[src/rtl/bike_rand_arbiter_if.sv]
// Randomness handshake bundle between the shared source, the arbiter and the
// sampler bank.
//   REQ_RAND_REQU  : per-requester request, held while words are wanted
//   REQ_RAND_VALID : per-requester word strobe (one-hot or zero)
//   REQ_NEW_RAND   : shared word bus to the requesters
//   SRC_RAND_REQU  : request to the randomness source
//   SRC_RAND_VALID : source word strobe
//   SRC_NEW_RAND   : source word
// slave  = arbiter view, master = environment (source + samplers) view.
interface bike_rand_arbiter_if #(
  parameter int unsigned NUM_REQ    = 3,
  parameter int unsigned DATA_WIDTH = 32
);
  logic [NUM_REQ-1:0]    REQ_RAND_REQU;
  logic [NUM_REQ-1:0]    REQ_RAND_VALID;
  logic [DATA_WIDTH-1:0] REQ_NEW_RAND;
  logic                  SRC_RAND_REQU;
  logic                  SRC_RAND_VALID;
  logic [DATA_WIDTH-1:0] SRC_NEW_RAND;

  modport slave (
    input  REQ_RAND_REQU,
    input  SRC_RAND_VALID,
    input  SRC_NEW_RAND,
    output REQ_RAND_VALID,
    output REQ_NEW_RAND,
    output SRC_RAND_REQU
  );

  modport master (
    output REQ_RAND_REQU,
    output SRC_RAND_VALID,
    output SRC_NEW_RAND,
    input  REQ_RAND_VALID,
    input  REQ_NEW_RAND,
    input  SRC_RAND_REQU
  );
endinterface

[src/rtl/bike_rand_arbiter.sv]
// Round-robin arbiter sharing one randomness word stream between NUM_REQ
// uniform samplers. The owner's handshake is passed straight through to the
// source; an optional burst limit (MAX_BURST, 0 = unlimited) forces a
// handover when other samplers are waiting.
//   CLK          : system clock, rising edge
//   RESET        : asynchronous, active-high reset
//   rnd          : randomness handshake bundle (slave side)
//   GRANT_IDX    : current owner, qualify with GRANT_ACTIVE
//   GRANT_ACTIVE : high while a grant is held
//   BUSY         : high whenever the arbiter is not idle
module bike_rand_arbiter #(
  parameter  int unsigned NUM_REQ    = 3,
  parameter  int unsigned DATA_WIDTH = 32,
  parameter  int unsigned MAX_BURST  = 0,
  localparam int unsigned IDX_W      = (NUM_REQ > 1) ? $clog2(NUM_REQ) : 1
) (
  input  logic                CLK,
  input  logic                RESET,
  bike_rand_arbiter_if.slave  rnd,
  output logic [IDX_W-1:0]    GRANT_IDX,
  output logic                GRANT_ACTIVE,
  output logic                BUSY
);

  localparam int unsigned      CNT_W     = (MAX_BURST > 0) ? $clog2(MAX_BURST + 1) : 1;
  localparam logic             BURST_ON  = (MAX_BURST != 0);
  localparam logic [CNT_W-1:0] BURST_MAX = CNT_W'(MAX_BURST);
  localparam logic [IDX_W-1:0] LAST_IDX  = IDX_W'(NUM_REQ - 1);

  typedef enum logic [1:0] {
    S_IDLE,
    S_GRANT,
    S_RELEASE
  } state_t;

  state_t           state;
  logic [IDX_W-1:0] rr_ptr;
  logic [IDX_W-1:0] grant_idx;
  logic [CNT_W-1:0] burst_cnt;

  // Round-robin pick: rotate the request vector so rr_ptr lands on bit 0,
  // take the first set bit, then rotate the offset back.
  logic [NUM_REQ-1:0] req_rot;
  logic               pick_found;
  logic [IDX_W:0]     pick_sum;
  logic [IDX_W-1:0]   pick_idx;

  always_comb begin
    req_rot    = NUM_REQ'({rnd.REQ_RAND_REQU, rnd.REQ_RAND_REQU} >> rr_ptr);
    pick_found = 1'b0;
    pick_sum   = '0;
    for (int unsigned k = 0; k < NUM_REQ; k++) begin
      if (!pick_found && req_rot[k]) begin
        pick_found = 1'b1;
        pick_sum   = {1'b0, rr_ptr} + (IDX_W + 1)'(k);
      end
    end
    if (pick_sum >= (IDX_W + 1)'(NUM_REQ)) begin
      pick_sum = pick_sum - (IDX_W + 1)'(NUM_REQ);
    end
    pick_idx = pick_sum[IDX_W-1:0];
  end

  // Owner-side handshake.
  logic [NUM_REQ-1:0] grant_oh;
  logic               owner_req;
  logic               others_req;
  logic               at_limit;
  logic               limit_hit;
  logic               in_grant;
  logic               src_requ;
  logic               deliver;
  logic [IDX_W-1:0]   next_ptr;

  always_comb begin
    grant_oh   = NUM_REQ'(1) << grant_idx;
    owner_req  = |(rnd.REQ_RAND_REQU & grant_oh);
    others_req = |(rnd.REQ_RAND_REQU & ~grant_oh);
    at_limit   = (burst_cnt == BURST_MAX);
    // The limit only bites while someone else is waiting; a lone owner
    // keeps streaming past MAX_BURST.
    limit_hit  = BURST_ON & at_limit & others_req;
    in_grant   = (state == S_GRANT);
    src_requ   = in_grant & owner_req & ~limit_hit;
    deliver    = src_requ & rnd.SRC_RAND_VALID;
    next_ptr   = (grant_idx == LAST_IDX) ? '0 : grant_idx + 1'b1;
  end

  assign rnd.SRC_RAND_REQU  = src_requ;
  assign rnd.REQ_RAND_VALID = deliver ? grant_oh : '0;
  assign rnd.REQ_NEW_RAND   = deliver ? rnd.SRC_NEW_RAND : '0;

  assign GRANT_IDX    = grant_idx;
  assign GRANT_ACTIVE = in_grant;
  assign BUSY         = (state != S_IDLE);

  always_ff @(posedge CLK or posedge RESET) begin
    if (RESET) begin
      state     <= S_IDLE;
      rr_ptr    <= '0;
      grant_idx <= '0;
      burst_cnt <= '0;
    end else begin
      case (state)
        S_IDLE: begin
          if (pick_found) begin
            grant_idx <= pick_idx;
            burst_cnt <= '0;
            state     <= S_GRANT;
          end
        end
        S_GRANT: begin
          if (BURST_ON && deliver && !at_limit) begin
            burst_cnt <= burst_cnt + 1'b1;
          end
          if (!owner_req || limit_hit) begin
            rr_ptr <= next_ptr;
            state  <= S_RELEASE;
          end
        end
        S_RELEASE: begin
          state <= S_IDLE;
        end
        default: begin
          state <= S_IDLE;
        end
      endcase
    end
  end

endmodule

[src/flat_wrapper.sv]
// flat-port wrapper written by rule: the top's interface ports become plain ports
module bike_rand_arbiter_flat 
#(
  parameter  int unsigned NUM_REQ    = 3,
  parameter  int unsigned DATA_WIDTH = 32,
  parameter  int unsigned MAX_BURST  = 0,
  localparam int unsigned IDX_W      = (NUM_REQ > 1) ? $clog2(NUM_REQ) : 1
)
  (CLK, RESET, GRANT_IDX, GRANT_ACTIVE, BUSY, rnd_REQ_RAND_REQU, rnd_SRC_RAND_VALID, rnd_SRC_NEW_RAND, rnd_REQ_RAND_VALID, rnd_REQ_NEW_RAND, rnd_SRC_RAND_REQU);
  bike_rand_arbiter_if #(.NUM_REQ(NUM_REQ), .DATA_WIDTH(DATA_WIDTH)) rnd_i ();
  input  logic CLK;
  input  logic RESET;
  output logic [IDX_W-1:0] GRANT_IDX;
  output logic GRANT_ACTIVE;
  output logic BUSY;
  input wire logic [$bits(rnd_i.REQ_RAND_REQU)-1:0] rnd_REQ_RAND_REQU;
  input wire logic [$bits(rnd_i.SRC_RAND_VALID)-1:0] rnd_SRC_RAND_VALID;
  input wire logic [$bits(rnd_i.SRC_NEW_RAND)-1:0] rnd_SRC_NEW_RAND;
  output wire logic [$bits(rnd_i.REQ_RAND_VALID)-1:0] rnd_REQ_RAND_VALID;
  output wire logic [$bits(rnd_i.REQ_NEW_RAND)-1:0] rnd_REQ_NEW_RAND;
  output wire logic [$bits(rnd_i.SRC_RAND_REQU)-1:0] rnd_SRC_RAND_REQU;
  assign rnd_i.REQ_RAND_REQU = rnd_REQ_RAND_REQU;
  assign rnd_i.SRC_RAND_VALID = rnd_SRC_RAND_VALID;
  assign rnd_i.SRC_NEW_RAND = rnd_SRC_NEW_RAND;
  assign rnd_REQ_RAND_VALID = rnd_i.REQ_RAND_VALID;
  assign rnd_REQ_NEW_RAND = rnd_i.REQ_NEW_RAND;
  assign rnd_SRC_RAND_REQU = rnd_i.SRC_RAND_REQU;
  bike_rand_arbiter #(.NUM_REQ(NUM_REQ), .DATA_WIDTH(DATA_WIDTH), .MAX_BURST(MAX_BURST)) u_core (.CLK(CLK), .RESET(RESET), .rnd(rnd_i), .GRANT_IDX(GRANT_IDX), .GRANT_ACTIVE(GRANT_ACTIVE), .BUSY(BUSY));
endmodule
[config.mk]
export PLATFORM = sky130hd
export DESIGN_NAME = bike_rand_arbiter_flat
export DESIGN_NICKNAME = d
export VERILOG_FILES = /design/src/rtl/bike_rand_arbiter_if.sv /design/src/rtl/bike_rand_arbiter.sv /design/src/flat_wrapper.sv
export SDC_FILE = /design/constraint.sdc
export NUM_CORES = 1
export LEC_CHECK = 0
export CAP_MARGIN = 20
export CORE_MARGIN = 8
export CORE_UTILIZATION = 39
export DETAILED_ROUTE_END_ITERATION = 12
export DONT_BUFFER_PORTS = 1
export PLACE_DENSITY = 0.49
export SLEW_MARGIN = 40
export SYNTH_ARGS = -nofsm -noshare
export SYNTH_HDL_FRONTEND = slang
export SYNTH_SLANG_ARGS = --single-unit
[constraint.sdc]
create_clock -name CLK -period 5.8 [get_ports CLK]
set_clock_uncertainty 0.05 [all_clocks]
set_input_delay 0.29 -clock CLK [delete_from_list [all_inputs] [get_ports CLK]]
set_output_delay 0.29 -clock CLK [all_outputs]
set_load 0.03 [all_outputs]
==> results.toml, run 1 <==
[grt]
antenna_found_initial = 0
grt.overflow.total = 0
grt_pass1_vias = 708
grt_pass1_wl_um = 3390
grt_usage = 0.117
grt_max_degree = 36

[floorplanning]
num_io_pins = 78
die_area_um2 = 3820
coreArea_um2 = 1980
fp.dieH_um = 61.8
start_util = 0.414
dieWidth_um = 61.8
rows = 16

[critical_path]
critical_path_class = "register to primary output"
r2r_setup_slack_ns = 3.38
cp_max_fo = 25
arrival_ns = 2.47
critPathLaunchType = "register"
rr_worst_depth = 7
worstPathRequired_ns = 5.46
critPathCaptureType = "primary output"
r2r_start = "u_core.rr_ptr[1]"
worst_r2r_endpoint = "u_core.GRANT_IDX[1]"

[route]
drtIter0Drc = 24
viasPerCell = 6.09
num_vias = 773
postRouteAntennaNets = 0
drt_wl_total_um = 2590
drcViolationCount = 0
dr.pass1.iters = 4
drt-wirelength-per-cell_um = 20.4

[yosys]
synth_top_flop_cell = "dfrtp_1"
synth-async-reset-ratio = 1.00
ys_ff_latch = 6
synth_top_cell_by_area = "and3_1"
synth_seq_area_share = 0.183
synth_top_area_share = 0.260
synthCells = 105
synth-warning-count = 0
yosysUniqueCellTypes = 42
syn_area_um2 = 820
postSynthAreaPerCell_um2 = 7.81
synthTopCellsByArea = "and3_1 26%, dfrtp_1 18%, buf_2 3.7%"
syn_nets = 145
synth_edf_count = 0

[sta]
tns_ns = 0
tightestPinTransition_ns = 0.697
setup_viol = 0
min_period_over_period = 0.484
fin_crit_ns = 2.81
fmax_mhz = 356
slew-limit-headroom = 0.534
hold_violations = 0
rsz0062_at_grt = "false"
slew_viol_final = 0

[hold_path]
min_from = "rnd_REQ_RAND_REQU[1]"
hold_path_class = "input pin to register"
hold_end = "u_core.state[1]"
min_path_cells = 3

[cts]
cts_buffers = 3
clock_path_buffers = 2
htreeDepth = 1
clk_latency_ns = 0.25
post_cts_resized = 0
cts_root_buf = "clkbuf_4"
cts_tree = "done"
clk_pin_slew_ns = 0.05
cts.sinks = 6

[place]
dpl.hpwl_um = 2110
portBuffers = 0
place_congestion = 0.701

[run]
cap_violations = 0

[outcome]
status = "completed"

[finish]
final_common_cell = "and3_1"
final_layout_size_suffix_gt1_frac = 0.150
layout_common_cells = "34 x and3_1, 6 x nor2_1, 6 x dfrtp_1"
layout.nets = 142
diodes = 0
area_delta_synth_final_pct = 4.27

[pwr]
pwr_density_cell_nw_per_um2 = 531
power_uw = 453
peakVddDrop_v = 0.000250
leakagePower_uw = 0.000499
## report_power, final
group	internal [uW]	switching [uW]	total, uW
logic	110	193	303
clock network	23.4	15.8	39.3
registers	61.5	49.6	111
## critical path: stages, from the launching register on
cell	delay, ns
dfrtp_1	0.59
nor2b_1	0.25
a21oi_1	0.15
nor3b_4	0.63
buf_8	0.24
and3_1	0.36
## flip-flops by register name, summed over array words and instances, names as in the netlist
signal / count
u_core.state: 2
u_core.rr_ptr: 2
u_core.GRANT_IDX: 2
## worst max-delay path by stage
stage | from | to | slack (ns) | cells past startpoint
6_report | u_core.GRANT_IDX[0] | rnd_REQ_NEW_RAND[11] | 2.99 | 5
5_1_grt | u_core.GRANT_IDX[0] | rnd_REQ_NEW_RAND[19] | 2.79 | 5
4_1_cts | u_core.GRANT_IDX[0] | rnd_REQ_NEW_RAND[11] | 2.96 | 5
3_5_place_dp | u_core.GRANT_IDX[0] | rnd_REQ_NEW_RAND[11] | 3.23 | 5
3_3_place_gp | u_core.GRANT_IDX[0] | rnd_REQ_RAND_VALID[2] | 3.05 | 4
2_1_floorplan | u_core.rr_ptr[0] | u_core.GRANT_IDX[1] | 3.51 | 8
## Yosys cell counts, types with 2 or more instances
cell type / number
dfrtp_1: 6
and3_1: 34
buf_2: 6
clkbuf_1: 3
nor2b_1: 2
nor2_1: 6
ha_1: 2
mux2_2: 2
nor3_1: 3
or2_2: 2
inv_1: 5
nand2_1: 3
nand2b_1: 2
## logic make-up after synthesis
group / synth area share
multiplexers: 0.0397
AO/OA/AOI/OAI: 0.153
buffers and inverters: 0.0870
AND/OR/NAND/NOR: 0.507
adder cells (fa/ha/maj): 0.0305
flip-flops: 0.183
## cell type report
type	instances	area, um^2
Tap cell	27	33.8
Multi-Input combinational cell	84	604
Sequential cell	6	150
Timing Repair Buffer	2	25.0
Inverter	5	18.8
Clock buffer	3	22.5
Fill cell	205	1130
## metrics by stage
| step | setup slack (ns) | area [um^2] | utilization | instances | hold slack, ns |
|---|---|---|---|---|---|
| 5_1_grt | 2.79 | 855 | 0.431 | 127 | 0.334 |
| 3_5_place_dp | 3.23 | 822 | 0.415 | 123 | 0.0682 |
| 6_report | 2.99 | 855 | 0.431 | 127 | 0.309 |
| 2_1_floorplan | 3.51 | 820 | - | 105 | 0.0310 |
| 3_3_place_gp | 3.05 | 807 | 0.407 | 122 | 0.0623 |
| 4_1_cts | 2.96 | 855 | 0.431 | 127 | 0.298 |
## routing by layer
| metal | vias to the layer above | routed length [um] | track usage |
|---|---|---|---|
| met4 | 0 | 13 | 0.0195 |
| li1 | 377 | - | - |
| met3 | 3 | 345 | 0.0700 |
| met1 | 340 | 997 | 0.139 |
| met5 | - | 0 | 0 |
| met2 | 53 | 1230 | 0.179 |
## what timing repair did
action | 4_1_cts | 5_1_grt
buffers inserted | 0 | 0
hold buffers | 1 | 0
endpoints found under the hold margin | 6 | 0
Power figures use the tool's default switching activity.
==> inputs of run 2 (changes only) <==
--- a/config.mk
+++ b/config.mk
@@ -10,7 +10,7 @@
 export CORE_UTILIZATION = 39
 export DETAILED_ROUTE_END_ITERATION = 12
 export DONT_BUFFER_PORTS = 1
-export PLACE_DENSITY = 0.49
+export PLACE_DENSITY = 0.51
 export SLEW_MARGIN = 40
 export SYNTH_ARGS = -nofsm -noshare
 export SYNTH_HDL_FRONTEND = slang
==> constraint.sdc (replaced) <==
create_clock -name CLK -period 2.33 [get_ports CLK]
set_clock_uncertainty 0.05 [all_clocks]
set_input_delay 0.1165 -clock CLK [delete_from_list [all_inputs] [get_ports CLK]]
set_output_delay 0.1165 -clock CLK [all_outputs]
set_load 0.03 [all_outputs]
==> run 2 against run 1 <==
Compared with the run above:
- final cell count up 7.9%
- sequential power up 71%
- routed wire length up 3.0%
- clock power up 150%
- worst hold slack worse by 0.15 ns
- sequential share of layout area down 1.6 points
- critical path depth up 2
- critical path type is now register to register
- critical endpoint is now u_core.GRANT_IDX[1]
==> results.toml, run 2 (synthesized netlist as in run 1, its figures left out) <==
[outcome]
status = "completed"

[critical_path]
rr_worst_depth = 7
crit_start = "u_core.rr_ptr[1]"
crit_family = "simple AND/OR/NAND/NOR gates"
crit_path_end = "u_core.GRANT_IDX[1]"
r2r_setup_slack_ns = 0.04
cp_max_fo = 3
arrival_ns = 2.36
cp_slowest_cell = "or4b_4"
worstPathRequired_ns = 2.40
critical_path_class = "register to register"
critical_path.max_stage_delay_ns = 0.54
r2r_start = "u_core.rr_ptr[1]"
worst_r2r_endpoint = "u_core.GRANT_IDX[1]"
critPathCaptureType = "register"
crit_chain = "or4b_4, nand4_2, o2bb2ai_2, ha_1, or3_1, o21bai_1, nor3b_1"
crit_cells = 7
path_buf_inv = 0
critPathLaunchType = "register"

[route]
drcViolationCount = 0
drt_wl_total_um = 2670
viasPerCell = 6.09
drtIter0Drc = 64
drt-wirelength-per-cell_um = 19.5
dr.pass1.iters = 4
postRouteAntennaNets = 0
num_vias = 834

[finish]
layout_common_cells = "34 x and3_1, 10 x buf_4, 6 x nor2_1, 6 x dfrtp_1, 5 x inv_1"
final_common_cell = "and3_1"
diodes = 0
final_layout_size_suffix_gt1_frac = 0.236
layout.nets = 152
area_delta_synth_final_pct = 14.5

[cts]
cts_root_buf = "clkbuf_4"
htreeDepth = 1
cts_tree = "done"
cts_buffers = 3
cts.sinks = 6
clk_latency_ns = 0.25
clock_path_buffers = 2
clk_pin_slew_ns = 0.05

[floorplanning]
fp.dieH_um = 61.8
dieWidth_um = 61.8
start_util = 0.414
die_area_um2 = 3820
rows = 16
num_io_pins = 78
coreArea_um2 = 1980

[sta]
tightestPinTransition_ns = 0.331
fin_crit_ns = 2.29
min_period_over_period = 0.983
hold_violations = 0
fmax_mhz = 436
slew_viol_final = 0
tns_ns = 0
setup_viol = 0
slew-limit-headroom = 0.778
holdWs_ns = 0.157
rsz0062_at_grt = "false"

[grt]
grt_max_degree = 36
grt_pass1_wl_um = 3410
grt.overflow.total = 0
grt_pass1_vias = 771
antenna_found_initial = 0
grt_usage = 0.115

[place]
place_congestion = 0.710
dpl.hpwl_um = 2170
portBuffers = 0

[hold_path]
min_from = "rnd_REQ_RAND_REQU[1]"
hold_path_class = "input pin to register"

[pwr]
pwr_density_cell_nw_per_um2 = 1320
leakagePower_uw = 0.000554
peakVddDrop_v = 0.000700
power_uw = 1240

[run]
cap_violations = 0
run 2: changes by cell type in the layout (fill, tap and decap cells not counted), sizes merged:
cell	delta
buf	+10
run 2: final cells by class:
type	count	area (um^2)
Clock buffer	3	22.5
Fill cell	195	1040
Inverter	5	18.8
Multi-Input combinational cell	84	608
Sequential cell	6	150
Tap cell	27	33.8
Timing Repair Buffer	12	105
run 2: per-layer routing:
metal,wire [um],global-route usage,vias up
met4,33,0.0390,0
met2,1270,0.177,58
met3,339,0.0473,5
met1,1030,0.141,376
met5,0,0,-
li1,-,-,395
run 2: how the worst min path moves through the flow:
stage / endpoint / slack [ns] / depth (start not counted)
3_3_place_gp: u_core.GRANT_IDX[0] / -0.11 / 1
4_1_cts: u_core.state[1] / 0.16 / 3
6_report: u_core.state[1] / 0.16 / 3
5_1_grt: u_core.state[1] / 0.18 / 3
2_1_floorplan: u_core.GRANT_IDX[0] / -0.14 / 1
3_5_place_dp: u_core.GRANT_IDX[0] / -0.11 / 1
run 2: where the power goes:
| part | internal [uW] | switching, uW |
|---|---|---|
| registers | 154 | 35.7 |
| clock network | 58.4 | 38.9 |
| logic | 358 | 591 |
| total | 571 | 665 |
run 2: per-stage QoR:
stage | setup slack, ns | util | cell area (um^2) | std cells
2_1_floorplan | 0.0437 | - | 820 | 105
3_3_place_gp | 0.114 | 0.455 | 902 | 133
3_5_place_dp | 0.0665 | 0.455 | 902 | 133
4_1_cts | 0.0557 | 0.472 | 935 | 137
5_1_grt | 0.00601 | 0.473 | 938 | 137
6_report | 0.0386 | 0.473 | 938 | 137
run 2: repair_timing:
item,in CTS,in global routing
setup buffers,0,0
endpoints found under the setup margin,0,1
resized for setup,0,1
endpoints found under the hold margin,6,0
hold buffers,1,0
run 2: worst reg2reg max path: stages, from the launching register on:
cell,delay (ns)
dfrtp_1,0.37
or4b_4,0.54
nand4_2,0.09
o2bb2ai_2,0.15
ha_1,0.28
or3_1,0.39
o21bai_1,0.16
nor3b_1,0.13
==> inputs of run 3 (changes only) <==
--- a/config.mk
+++ b/config.mk
@@ -10,7 +10,8 @@
 export CORE_UTILIZATION = 39
 export DETAILED_ROUTE_END_ITERATION = 12
 export DONT_BUFFER_PORTS = 1
-export PLACE_DENSITY = 0.51
+export PLACE_DENSITY = 0.49
+export REMOVE_ABC_BUFFERS = 1
 export SLEW_MARGIN = 40
 export SYNTH_ARGS = -nofsm -noshare
 export SYNTH_HDL_FRONTEND = slang
==> constraint.sdc (replaced) <==
create_clock -name CLK -period 2.74 [get_ports CLK]
set_clock_uncertainty 0.05 [all_clocks]
set_input_delay 0.137 -clock CLK [delete_from_list [all_inputs] [get_ports CLK]]
set_output_delay 0.137 -clock CLK [all_outputs]
set_load 0.03 [all_outputs]
==> run 3 against run 2 <==
Compared with the run above:
- clock power decreased by 16%
- design area shrank 9.7%
- final cell count down 7.3%
- routed wire length is 5.3% lower
- sequential power grew 22%
- utilization down 4.6 points
- critical path type is now register to primary output
==> results.toml, run 3 (synthesized netlist as in run 1, its figures left out) <==
[outcome]
status = "completed"

[grt]
grt_pass1_vias = 656
grt_usage = 0.108
grt_max_degree = 36
grt_pass1_wl_um = 3170
antenna_found_initial = 0
grt.overflow.total = 0

[route]
postRouteAntennaNets = 0
num_vias = 769
dr.pass1.iters = 4
drt_wl_total_um = 2520
viasPerCell = 6.06
drt-wirelength-per-cell_um = 19.9
drtIter0Drc = 26
drcViolationCount = 0

[floorplanning]
start_util = 0.414
fp.dieH_um = 61.8
num_io_pins = 78
coreArea_um2 = 1980
dieWidth_um = 61.8
rows = 16
die_area_um2 = 3820

[place]
place_congestion = 0.755
portBuffers = 0
dpl.hpwl_um = 2070
dpl-instance-area_um2 = 815

[critical_path]
critPathLaunchType = "register"
worst_r2r_endpoint = "u_core.GRANT_IDX[1]"
crit_family = "simple AND/OR/NAND/NOR gates"
path_buf_inv = 1
cp_slowest_cell = "dfrtp_1"
critical_path.max_stage_delay_ns = 0.58
critical_path_class = "register to primary output"
rr_worst_depth = 7
r2r_start = "u_core.rr_ptr[1]"
critPathCaptureType = "primary output"
cp_max_fo = 34
arrival_ns = 2.26
worstPathRequired_ns = 2.55
r2r_setup_slack_ns = 0.33
crit_chain = "nor2b_1, a21oi_1, nor3b_4, buf_4, and3_1"

[finish]
fillers = 213
final_layout_size_suffix_gt1_frac = 0.150
multi_input_area_um2 = 604
layout_common_cells = "34 x and3_1, 6 x nor2_1, 6 x dfrtp_1"
diodes = 0
area_delta_synth_final_pct = 3.36
post-route-cell-area_um2 = 847
final_common_cell = "and3_1"
layout.nets = 142
seq_area_um2 = 150

[cts]
clk_latency_ns = 0.24
cts_buffers = 3
htreeDepth = 1
clock_path_buffers = 2
cts_tree = "done"
cts_root_buf = "clkbuf_4"
cts.sinks = 6
clk_pin_slew_ns = 0.05
postCtsSetupBuffers = 0

[sta]
fmax_mhz = 409
min_period_over_period = 0.893
tightestPinTransition_ns = 0.654
holdWs_ns = 0.168
hold_violations = 0
tns_ns = 0
setup_viol = 0
slew-limit-headroom = 0.563
fin_crit_ns = 2.45
slew_viol_final = 0
rsz0062_at_grt = "false"

[hold_path]
min_from = "rnd_REQ_RAND_REQU[1]"
hold_path_class = "input pin to register"
hold_end = "u_core.state[1]"
min_path_cells = 3

[run]
cap_violations = 0

[pwr]
peakVddDrop_v = 0.000497
leakagePower_uw = 0.000497
pwr_density_cell_nw_per_um2 = 1110
-- run 3: changes by cell type in the layout (fill, tap and decap cells not counted), sizes merged --
cell  change
buf      -10
-- run 3: repair_timing --
action / in CTS / in global routing
endpoints found under the hold margin: 6 / 0
hold buffers: 1 / 0
endpoints found under the setup margin: 0 / 0
resized for setup: 0 / 0
-- run 3: worst max path at each step --
stage                         from                     to  slack (ns)  cells past startpoint
6_report       u_core.GRANT_IDX[0]   rnd_REQ_NEW_RAND[22]        0.29                      5
5_1_grt        u_core.GRANT_IDX[0]   rnd_REQ_NEW_RAND[22]        0.14                      5
3_3_place_gp      u_core.rr_ptr[1]    u_core.GRANT_IDX[1]        0.37                      7
4_1_cts        u_core.GRANT_IDX[0]  rnd_REQ_RAND_VALID[0]        0.29                      5
3_5_place_dp      u_core.rr_ptr[1]    u_core.GRANT_IDX[1]        0.34                      7
2_1_floorplan  u_core.GRANT_IDX[0]  rnd_REQ_RAND_VALID[2]        0.05                      4
-- run 3: area by class of cell --
cell class / count / area share
Clock buffer: 3 / 0.0266
Inverter: 5 / 0.0222
Multi-Input combinational cell: 84 / 0.713
Timing Repair Buffer: 2 / 0.0207
Sequential cell: 6 / 0.177
Tap cell: 27 / 0.0399
-- run 3: routing by layer --
layer | vias up | GRT usage | wire, um
li1 | 381 | - | -
met1 | 338 | 0.138 | 934
met2 | 48 | 0.170 | 1260
met3 | 2 | 0.0329 | 317
met4 | 0 | 0.0292 | 8
met5 | - | 0 | 0
-- run 3: worst min-delay path: cells and delay by family --
| family | cells | cell delay, ns |
|---|---|---|
| AOI/OAI and AO/OA | 1 | 0.10 |
| and+or+nand+nor | 1 | 0.14 |
| buffers and inverters | 1 | 0.05 |
-- run 3: through the flow --
stage	util	cells	setup WS, ns	power (uW)
CTS	0.427	127	0.287	949
detailed placement	0.411	123	0.343	864
global placement	0.411	123	0.366	860
global route	0.427	127	0.145	1030
floorplan	-	95	0.0546	750
finish	0.427	127	0.293	944
-- run 3: power by group --
group / leakage, uW / switching [uW] / internal (uW)
logic: 0.000408 / 406 / 225
clock network: 0.0000138 / 32.1 / 49.6
registers: 0.0000752 / 101 / 130
